==> src/rtl/delay_meas_pkg.sv <==
// Shared types and constants for the measure-delay sequencing controller.
package delay_meas_pkg;

  localparam int DEF_WIDTH = 8;

  typedef enum logic [1:0] {
    IDLE  = 2'd0,
    ARMED = 2'd1,
    COUNT = 2'd2,
    DONE  = 2'd3
  } meas_state_t;

endpackage

==> src/rtl/delay_meas_ctrl_if.sv <==
// Host handshake plus external counter hookup for delay_meas_ctrl.
interface delay_meas_ctrl_if #(
  parameter int WIDTH = 8
) ();

  logic             arm;
  logic             result_ack;
  logic [WIDTH-1:0] ctr_q;
  logic             ctr_load;
  logic             ctr_en;
  logic [WIDTH-1:0] result;
  logic             result_valid;
  logic             overflow;
  logic             busy;

  // Controller side
  modport master (
    input  arm, result_ack, ctr_q,
    output ctr_load, ctr_en, result, result_valid, overflow, busy
  );

  // Host / counter side
  modport slave (
    output arm, result_ack, ctr_q,
    input  ctr_load, ctr_en, result, result_valid, overflow, busy
  );

endinterface

==> src/rtl/edge_sync.sv <==
// Multi-flop synchroniser for an asynchronous pin followed by a registered
// rising-edge detector producing a single-cycle pulse.
module edge_sync #(
  parameter int SYNC_STAGES = 2
) (
  input  logic clk,
  input  logic rst_n,
  input  logic d,
  output logic rise
);

  logic [SYNC_STAGES-1:0] sync_p0;
  logic                   prev_p1;

  // Synchroniser chain, previous-level flop and registered edge pulse
  always_ff @(posedge clk or negedge rst_n) begin
    if (!rst_n) begin
      sync_p0 <= '0;
      prev_p1 <= 1'b0;
      rise    <= 1'b0;
    end else begin
      sync_p0 <= {sync_p0[SYNC_STAGES-2:0], d};
      prev_p1 <= sync_p0[SYNC_STAGES-1];
      rise    <= sync_p0[SYNC_STAGES-1] & ~prev_p1;
    end
  end

endmodule

==> src/rtl/delay_meas_ctrl.sv <==
// Sequencing controller for the measure-delay counter: synchronises START/STOP,
// drives the external counter's load/enable, captures and holds the result.
module delay_meas_ctrl
  import delay_meas_pkg::*;
#(
  parameter int WIDTH       = DEF_WIDTH,
  parameter int SYNC_STAGES = 2
) (
  input  logic                clk,
  input  logic                rst_n,
  input  logic                ena,
  input  logic                start_in,
  input  logic                stop_in,
  delay_meas_ctrl_if.master   bus
);

  meas_state_t      state;
  logic             start_edge;
  logic             stop_edge;
  logic             load_c;
  logic             en_c;
  logic [WIDTH-1:0] result_r;
  logic             valid_r;
  logic             ovf_r;
  logic             busy_r;

  // Counter is about to saturate; it must never be allowed to wrap.
  function automatic logic at_limit(input logic [WIDTH-1:0] q);
    return &q;
  endfunction

  edge_sync #(.SYNC_STAGES(SYNC_STAGES)) u_start_sync (
    .clk  (clk),
    .rst_n(rst_n),
    .d    (start_in),
    .rise (start_edge)
  );

  edge_sync #(.SYNC_STAGES(SYNC_STAGES)) u_stop_sync (
    .clk  (clk),
    .rst_n(rst_n),
    .d    (stop_in),
    .rise (stop_edge)
  );

  // Counter load/enable decoded from state and the registered edge pulses
  always_comb begin
    load_c = 1'b0;
    en_c   = 1'b0;
    if (ena) begin
      case (state)
        IDLE:    load_c = bus.arm;
        ARMED:   en_c   = start_edge & ~stop_edge;
        COUNT:   en_c   = ~at_limit(bus.ctr_q);
        default: ;
      endcase
    end
  end

  // Measurement FSM with registered result, status and busy outputs
  always_ff @(posedge clk or negedge rst_n) begin
    if (!rst_n) begin
      state    <= IDLE;
      result_r <= '0;
      valid_r  <= 1'b0;
      ovf_r    <= 1'b0;
      busy_r   <= 1'b0;
    end else if (!ena) begin
      state   <= IDLE;
      valid_r <= 1'b0;
      busy_r  <= 1'b0;
    end else begin
      case (state)
        IDLE: begin
          if (bus.arm) begin
            state   <= ARMED;
            valid_r <= 1'b0;
            ovf_r   <= 1'b0;
            busy_r  <= 1'b1;
          end
        end
        ARMED: begin
          if (start_edge && stop_edge) begin
            state    <= DONE;
            result_r <= '0;
            ovf_r    <= 1'b0;
            valid_r  <= 1'b1;
            busy_r   <= 1'b0;
          end else if (start_edge) begin
            state <= COUNT;
          end
        end
        COUNT: begin
          if (stop_edge) begin
            state    <= DONE;
            result_r <= bus.ctr_q;
            ovf_r    <= 1'b0;
            valid_r  <= 1'b1;
            busy_r   <= 1'b0;
          end else if (at_limit(bus.ctr_q)) begin
            state    <= DONE;
            result_r <= '1;
            ovf_r    <= 1'b1;
            valid_r  <= 1'b1;
            busy_r   <= 1'b0;
          end
        end
        DONE: begin
          if (bus.result_ack) state <= IDLE;
        end
        default: state <= IDLE;
      endcase
    end
  end

  assign bus.ctr_load     = load_c;
  assign bus.ctr_en       = en_c;
  assign bus.result       = result_r;
  assign bus.result_valid = valid_r;
  assign bus.overflow     = ovf_r;
  assign bus.busy         = busy_r;

endmodule

==> src/flat_wrapper.sv <==
// flat-port wrapper written by rule: the top's interface ports become plain ports
module delay_meas_ctrl_flat import delay_meas_pkg::*;
#(
  parameter int WIDTH       = DEF_WIDTH,
  parameter int SYNC_STAGES = 2
)
  (clk, rst_n, ena, start_in, stop_in, bus_arm, bus_result_ack, bus_ctr_q, bus_ctr_load, bus_ctr_en, bus_result, bus_result_valid, bus_overflow, bus_busy);
  delay_meas_ctrl_if #(.WIDTH(WIDTH)) bus_i ();
  input  logic clk;
  input  logic rst_n;
  input  logic ena;
  input  logic start_in;
  input  logic stop_in;
  input wire logic [$bits(bus_i.arm)-1:0] bus_arm;
  input wire logic [$bits(bus_i.result_ack)-1:0] bus_result_ack;
  input wire logic [$bits(bus_i.ctr_q)-1:0] bus_ctr_q;
  output wire logic [$bits(bus_i.ctr_load)-1:0] bus_ctr_load;
  output wire logic [$bits(bus_i.ctr_en)-1:0] bus_ctr_en;
  output wire logic [$bits(bus_i.result)-1:0] bus_result;
  output wire logic [$bits(bus_i.result_valid)-1:0] bus_result_valid;
  output wire logic [$bits(bus_i.overflow)-1:0] bus_overflow;
  output wire logic [$bits(bus_i.busy)-1:0] bus_busy;
  assign bus_i.arm = bus_arm;
  assign bus_i.result_ack = bus_result_ack;
  assign bus_i.ctr_q = bus_ctr_q;
  assign bus_ctr_load = bus_i.ctr_load;
  assign bus_ctr_en = bus_i.ctr_en;
  assign bus_result = bus_i.result;
  assign bus_result_valid = bus_i.result_valid;
  assign bus_overflow = bus_i.overflow;
  assign bus_busy = bus_i.busy;
  delay_meas_ctrl #(.WIDTH(WIDTH), .SYNC_STAGES(SYNC_STAGES)) u_core (.clk(clk), .rst_n(rst_n), .ena(ena), .start_in(start_in), .stop_in(stop_in), .bus(bus_i));
endmodule
==> config.mk <==
export PLATFORM = sky130hd
export DESIGN_NAME = delay_meas_ctrl_flat
export DESIGN_NICKNAME = d
export VERILOG_FILES = /design/src/rtl/delay_meas_pkg.sv /design/src/rtl/delay_meas_ctrl_if.sv /design/src/rtl/edge_sync.sv /design/src/rtl/delay_meas_ctrl.sv /design/src/flat_wrapper.sv
export SDC_FILE = /design/constraint.sdc
export NUM_CORES = 1
export LEC_CHECK = 0
export CORE_ASPECT_RATIO = 2
export CORE_UTILIZATION = 30
export DETAILED_ROUTE_END_ITERATION = 8
export PLACE_DENSITY_LB_ADDON = 0.3
export SLEW_MARGIN = 20
export SYNTH_ARGS = -nofsm -noshare
export SYNTH_HDL_FRONTEND = slang
export SYNTH_SLANG_ARGS = --single-unit
==> constraint.sdc <==
create_clock -name clk -period 1.83 [get_ports clk]
set_input_delay 0.549 -clock clk [delete_from_list [all_inputs] [get_ports clk]]
set_output_delay 0.549 -clock clk [all_outputs]
set_load 0.005 [all_outputs]
==> Word-level counts from Yosys, hierarchy flattened <==
Index checks and enable logic that the tools add are counted.
{ "op_classes": {"n_reduce_logical": 9, "bitwise": 7, "eq_ne": 12, "mux": 30} }
{ "op_table": {"columns": ["cell", "n"], "rows": [
  ["$mux 8", 3],
  ["$pmux 8 s2", 1],
  ["$mux 1", 14],
  ["$mux 2", 7],
  ["$reduce_and 4->1", 3],
  ["$pmux 1 s3", 3],
  ["$ne 4x3->1 const B", 2],
  ["$pmux 2 s4", 1],
  ["$reduce_and 8->1", 1],
  ["$ne 3x2->1 const B", 2],
  ["$ne 3x3->1 const B", 2],
  ["$reduce_and 5->1", 1],
  ["$eq 2x2->1 const B", 2],
  ["$ne 4x1->1 const B", 1],
  ["$not 1->1", 4],
  ["$and 1x1->1", 3],
  ["$reduce_bool 3->1", 1],
  ["$eq 2x1->1 const B", 1],
  ["$logic_not 2->1", 1],
  ["$ne 2x1->1 const B", 1],
  ["$ne 2x2->1 const B", 1],
  ["$pmux 1 s2", 1],
  ["$reduce_bool 2->1", 1],
  ["$logic_and 1x1->1", 1]
]} }
{ "totals": {"out_inout_bits": 13, "register_bits": 21} }

==> Depth between registers and ports, before layout <==
Gate-level depths: netlist of the first run.
{ "logic_depth": {"word_depth": 5, "ltp_mapped": 7, "mapped_depth_nobuf": 6} }

==> Modules after synthesis <==
Synthesis of the first run repeated with hierarchy kept, for this count alone.
{ "unflattened": {"cells_unflattened": 91, "hier_area_um2": 1007.2} }
{ "by_module_without_submodules": {"columns": ["mod", "seq_area_each_um2", "cells_each", "area_each_um2", "instances"], "rows": [
  ["delay_meas_ctrl", 325.3, 81, 779.5, 1],
  ["edge_sync", 100.1, 5, 113.9, 2]
]} }

==> Least setup slack after synthesis of the first run <==
No wires, ideal clock.
{ "synth_timing": {"path_kind": "flip-flop to output port", "from": "register u_core.state[0]", "to": "output port bus_ctr_en", "path_buffers": 1, "slack_ns": 0.020, "arrival_time_ns": 1.261, "path_stages_with_launch": 6, "path_cell_list": "dfrtp_1 -> inv_1 -> ha_1 -> clkbuf_1 -> o21ai_0 -> a21oi_1"} }
{ "synth_between": {"elab_chain_len": 3} }
{ "synth_lines": {"columns": ["item", "line_no", "rtl"], "rows": [
  ["start: declaration", "delay_meas_ctrl.sv:17", "meas_state_t state;"],
  ["start signal: assignment", "delay_meas_ctrl.sv:63", "state <= IDLE;"],
  ["start signal: assignment", "delay_meas_ctrl.sv:69", "state <= IDLE;"],
  ["start signal: assignment", "delay_meas_ctrl.sv:76", "state <= ARMED;"],
  ["$eq 2x2->1 or $eq 2x1->1 (tied branches)", "delay_meas_ctrl.sv:51", "case (state)"],
  ["$pmux 1 s2 *", "delay_meas_ctrl.sv:51", null],
  ["$mux 1 *", "delay_meas_ctrl.sv:50", "if (ena) begin"],
  ["end: declaration", "flat_wrapper.sv:18", "output wire logic [$bits(bus_i.ctr_en)-1:0] bus_ctr_en;"]
]} }
Mark *: on every way between the ends. The rest lies on a longest branch, timed or not.

==> Final worst setup path of the first run <==
Ends and elaborated chain as after synthesis.

==> flow_metrics.tcl, run 1 <==
set metrics [dict create \
    areaGrowthSynthToFinish_pct 58.9 \
    outcome "finished, violations left" \
    cap_violations 0 \
    grt_pass1_wl_mm 4.19 \
    postSynthRegisterBits 21 \
    finalCritPeriodShare_pct 104 \
    dieArea_um2 3760 \
    max_slew_margin_pct 70.2 \
    antenna_cells 0 \
    synth_compound_area_share_pct 14.4 \
    worstSetupPathType "reg -> out" \
    drc 1 \
    grt_pass1_vias 964 \
    fillers 333 \
    cp_top_family "flip-flops" \
    synthMuxAreaShare_pct 10.5 \
    antenna_found_initial 0 \
    fin_nets 173 \
    finalCriticalPeriod_ns 1.90 \
    synth_cells 94 \
    fin_cells 183 \
    synthXorXnorAreaFrac_pct 0 \
    leakage_uw 0.000757 \
    cts_tree "built" \
    finalMaxSlewViolations 0 \
    cts_root_buf "clkbuf_8" \
    dp_worst_setup_slack_ns -0.611 \
    hp-class "reg -> reg" \
    cp-end-kind "primary output" \
    critPathBufInv 3 \
    vias 884 \
    synth_fa_ha_area_share_pct 7.14 \
    syn_avg_cell_area_um2 11.2 \
    detail-route-antenna-nets 0 \
    gr-total-overflow 0 \
    start_kind "flop" \
    cts_buffers 3 \
    gp_congestion 0.802 \
    violations "design-rule violations, negative setup slack" \
    cp_slowest_cell "dfrtp_1" \
    synth_area_um2 1050 \
    track_usage_pct 15.1 \
    dr.first_iter.drc_count 11 \
    grt_max_degree 22 \
    fmax_mhz 526 \
    worstPathArrival_ns 1.35 \
    power.total_uw 2210 \
    clkSinkCount 21 \
    hold_violations 0 \
    start_util_pct 31.1 \
    insertion_delay_ns 0.26 \
    synth_top_family_by_area "compound AO/OA/AOI/OAI gates" \
    clk_pin_slew_ns 0.07 \
    yosys.area_share.simple_pct 11.2 \
    fin_tns_setup_ns -0.0701 \
    rows 30 \
    whs_ns 0.358 \
    crit_fanout 3 \
    rsz0062_at_grt "true" \
    ctsHoldBuffers 0 \
    dpl.cell_count 174 \
    worstMarginPinSlew_ns 0.446 \
    synth_seq_area_share_pct 50.0 \
    clock_path_buffers 2 \
    via_per_inst 4.83 \
    port_buffers 27 \
    drt_pass1_iterations 8 \
    ioPinCount 28 \
    peakVddDrop_uv 620 \
    drive_gt1_share_pct 34.4 \
    syn_nets 115 \
    setup_violations 1 \
    power-per-cell-area_nw_per_um2 1320 \
    crit_chain "inv_2, buf_6, ha_4, nand2_4, a21oi_2, buf_2" \
    cts_htree_levels 1 \
    dpl.hpwl_mm 2.00 \
    yosysUniqueCellTypes 25 \
    core_um2 3380 \
    skew_ns 0.00372 \
    crit_required_ns 1.28 \
    setup_ws_ns -0.0701 \
    die-width_um 43.9 \
    post_drt_wl_per_cell_um 14.2 \
    synth_warnings 0 \
    die_h_um 85.7 \
    cp_slowest_stage_delay_ns 0.36 \
    routed_wl_mm 2.60 \
]
[cells in the final DEF, fill, tap and decap left out, types with 2 or more instances in the layout]
| cell type | synthesis | layout |
|---|---|---|
| buf_2 | 0 | 2 |
| inv_1 | 15 | 13 |
| a21oi_1 | 4 | 3 |
| ha_4 | 0 | 3 |
| nor2b_1 | 2 | 2 |
| buf_4 | 0 | 24 |
| o21ai_1 | 0 | 2 |
| clkbuf_8 | 0 | 3 |
| a221oi_2 | 1 | 2 |
| ha_1 | 6 | 3 |
| o21ai_0 | 10 | 8 |
| mux2i_1 | 11 | 10 |
| dlygate4sd2_1 | 0 | 5 |
| clkbuf_2 | 0 | 3 |
| clkdlybuf4s50_1 | 0 | 16 |
| dfrtp_1 | 21 | 21 |
| buf_6 | 1 | 3 |
| nand2_1 | 6 | 5 |
| inv_2 | 0 | 2 |
| nand3_1 | 2 | 2 |
[worst reg2reg max path: cells and delay by family, from the launching register on]
| kind | cells | cell delay (ns) |
|---|---|---|
| compound gates | 3 | 0.67 |
| buf+inv | 3 | 0.31 |
| simple gates | 1 | 0.20 |
| flops | 1 | 0.36 |
| fa+ha+maj | 1 | 0.15 |
[Yosys cell counts]
cell type | count | area share, %
and2b_1 | 1 | 0.71
nand2_1 | 6 | 2.1
o311ai_2 | 1 | 1.5
nor2_1 | 1 | 0.36
a221oi_2 | 1 | 1.4
a221oi_1 | 1 | 0.83
nand2b_1 | 1 | 0.60
nor2b_1 | 2 | 1.2
and4b_1 | 1 | 0.95
nand4_2 | 1 | 1.2
nand4_1 | 1 | 0.60
o21bai_4 | 1 | 1.8
o211ai_1 | 1 | 0.71
a2111oi_2 | 1 | 1.4
dfrtp_1 | 21 | 50
nand2b_4 | 1 | 1.3
inv_1 | 15 | 5.4
buf_6 | 1 | 1.1
clkbuf_1 | 1 | 0.36
mux2i_1 | 11 | 10
a21oi_1 | 4 | 1.9
nand3_1 | 2 | 0.95
and3_1 | 2 | 1.2
o21ai_0 | 10 | 4.8
ha_1 | 6 | 7.1
[power breakdown]
| part | total (uW) | internal [uW] | switching (uW) |
|---|---|---|---|
| registers | 636 | 578 | 57.5 |
| logic | 1260 | 722 | 542 |
| clock network | 307 | 155 | 151 |
| total | 2210 | 1460 | 751 |
[worst paths after layout]
path,from,to,slack [ns],depth (start not counted)
max,u_core.state[0],bus_ctr_en,-0.07,6
min,u_core.u_start_sync.sync_p0[0],u_core.u_start_sync.sync_p0[1],0.36,0
max reg2reg,u_core.state[0],u_core.state[0],0.04,8
min reg2reg,u_core.u_start_sync.sync_p0[0],u_core.u_start_sync.sync_p0[1],0.36,0
max in group asynchronous,rst_n,u_core.u_start_sync.prev_p1,1.00,2
min in group asynchronous,rst_n,u_core.bus.result[6],0.62,2
[layout make-up]
| class | count | area [um2] | area share, % |
|---|---|---|---|
| tap | 32 | 40.0 | 2.40 |
| inverter | 15 | 56.3 | 3.37 |
| multi-input combinational | 56 | 531 | 31.8 |
| timing repair buffer | 55 | 473 | 28.3 |
| clock buffer | 4 | 45.0 | 2.70 |
| sequential | 21 | 526 | 31.5 |
[repair_timing]
action / in CTS / in global routing
pin swaps: 4 / 4
cloned: 0 / 0
gates resized for setup: 29 / 14
buffers inserted: 4 / 2
setup endpoints to repair: 13 / 11
[per-stage QoR]
step | utilization (%) | instance area, um2
floorplan | - | 1050
global placement | 45.3 | 1530
detailed placement | 45.3 | 1530
CTS | 48.3 | 1630
global route | 49.4 | 1670
finish | 49.4 | 1670
[routing by layer]
layer | share of wire (%) | wire [um] | global-route usage [%]
met1 | 37 | 952 | 14.9
met2 | 57 | 1490 | 27.8
met3 | 2.8 | 72 | 2.11
met4 | 3.3 | 86 | 9.37
met5 | 0 | 0 | 0
[registers in the layout (all words and copies together), names as in the netlist]
register                     count
u_core.u_start_sync.rise         1
u_core.u_stop_sync.prev_p1       1
u_core.u_stop_sync.sync_p0       2
u_core.u_start_sync.prev_p1      1
u_core.u_start_sync.sync_p0      2
u_core.state                     2
u_core.bus.result                8
u_core.bus.result_valid          1
u_core.bus.busy                  1
u_core.u_stop_sync.rise          1
u_core.bus.overflow              1
[cell families after synthesis]
logic type | count (synthesis)
DFF | 21
AOI/OAI and AO/OA | 20
and+or+nand+nor | 19
buffers and inverters | 17
muxes | 11
adders and majority gates | 6
(Power assumes the default switching activity.)
==> inputs of run 2 (changes only) <==
Settings changed: SETUP_SLACK_MARGIN from default to 0.1.
==> flow_metrics.tcl, run 2 (synthesis results as in run 1) <==
set metrics [dict create \
    dr.first_iter.drc_count 14 \
    cp-end-kind "primary output" \
    cts_tree "built" \
    leakage_uw 0.000747 \
    setup_ws_ns -0.0329 \
    worstSetupPathType "reg -> out" \
    clkSinkCount 21 \
    finalCriticalPeriod_ns 1.86 \
    drc 1 \
    finalCritPeriodShare_pct 102 \
    grt_pass1_vias 887 \
    rsz0062_at_grt "true" \
    cts_htree_levels 1 \
    ctsHoldBuffers 0 \
    start_kind "flop" \
    setup_violations 1 \
    areaGrowthSynthToFinish_pct 58.2 \
    outcome "finished, violations left" \
    grt_pass1_wl_mm 3.89 \
    whs_ns 0.353 \
    mostFrequentLayoutCell "dfrtp_1" \
    post_drt_wl_per_cell_um 13.5 \
    port_buffers 27 \
    power-per-cell-area_nw_per_um2 1310 \
    antenna_cells 0 \
    dieArea_um2 3760 \
    core_um2 3380 \
    worstPathArrival_ns 1.31 \
    worstMarginPinSlew_ns 0.387 \
    ioPinCount 28 \
    routed_wl_mm 2.42 \
    cap_violations 0 \
    final_cell_mix "dfrtp_1, buf_4, clkdlybuf4s50_1, inv_1, mux2i_1" \
    hold_violations 0 \
    drive_gt1_share_pct 31.8 \
    track_usage_pct 14.0 \
    max_slew_margin_pct 74.1 \
    rows 30 \
    fmax_mhz 537 \
    violations "design-rule violations, negative setup slack" \
    fin_util_pct 49.2 \
    vias 866 \
    crit_required_ns 1.28 \
    hp-class "reg -> reg" \
    die-width_um 43.9 \
    peakVddDrop_uv 644 \
    clock_path_buffers 2 \
    finalMaxSlewViolations 0 \
    largest_reg_flops 8 \
    insertion_delay_ns 0.25 \
    clk_pin_slew_ns 0.07 \
    crit_fanout 2 \
    drt_pass1_iterations 6 \
    detail-route-antenna-nets 0 \
    start_util_pct 31.1 \
    antenna_found_initial 0 \
    gr-total-overflow 0 \
    die_h_um 85.7 \
    dpl.hpwl_mm 1.88 \
    via_per_inst 4.81 \
    grt_max_degree 22 \
    skew_ns 0.00216 \
    cts_root_buf "clkbuf_8" \
    cts_buffers 3 \
    gp_congestion 0.833 \
    fillers 311 \
    fin_nets 170 \
]
run 2: through the flow:
step                      worst slack, ns  std cells  setup TNS (ns)  power, uW  cell area, um2
after global placement             -0.621        172           -3.94       1650            1520
after CTS                         -0.0503        180         -0.0873       2180            1650
final                             -0.0329        180         -0.0329       2180            1660
after detailed placement           -0.629        172           -4.26       1680            1520
after global routing              -0.0952        180          -0.225       2320            1660
after floorplan                     0.110         94               0       1140            1050
run 2: worst paths after layout:
check	start	to	slack (ns)	cells past startpoint
setup / recovery	u_core.state[0]	bus_ctr_en	-0.03	6
hold / removal	u_core.u_start_sync.sync_p0[0]	u_core.u_start_sync.sync_p0[1]	0.35	0
setup reg to reg	u_core.state[0]	u_core.state[1]	0.04	10
hold reg to reg	u_core.u_start_sync.sync_p0[0]	u_core.u_start_sync.sync_p0[1]	0.35	0
max in group asynchronous	rst_n	u_core.state[0]	0.97	2
min in group asynchronous	rst_n	u_core.bus.result[5]	0.64	2
run 2: critical path: stages (launching register included):
cell and delay, ns:
dfrtp_1 0.37, inv_2 0.05, buf_6 0.12, ha_4 0.27, nand2_4 0.05, a21oi_2 0.09
buf_2 0.12
run 2: cell type report:
class	instances	area, um2	area share [%]
multi-input combinational	56	529	31.8
sequential	21	526	31.6
timing repair buffer	52	467	28.1
inverter	15	56.3	3.39
clock buffer	4	45.0	2.71
tap	32	40.0	2.41
run 2: timing repair:
| action | 4_1_cts | 5_1_grt |
|---|---|---|
| pin swaps | 7 | 2 |
| setup buffers | 4 | 0 |
| endpoints found under the hold margin | 0 | 0 |
| gates resized for setup | 33 | 6 |
| endpoints found under the setup margin | 15 | 15 |
run 2: per-layer routing:
metal | global-route usage [%] | wire, um
met1 | 15.3 | 937
met5 | 0 | 0
met3 | 2.32 | 79
met2 | 25.0 | 1380
met4 | 6.61 | 25
run 2: power breakdown:
group          leakage [uW]  internal [uW]  total (uW)  switching [uW]
clock network     0.0000228            155         294             139
logic              0.000458            726        1240             514
registers          0.000266            579         645            66.0
total              0.000747           1460        2180             719
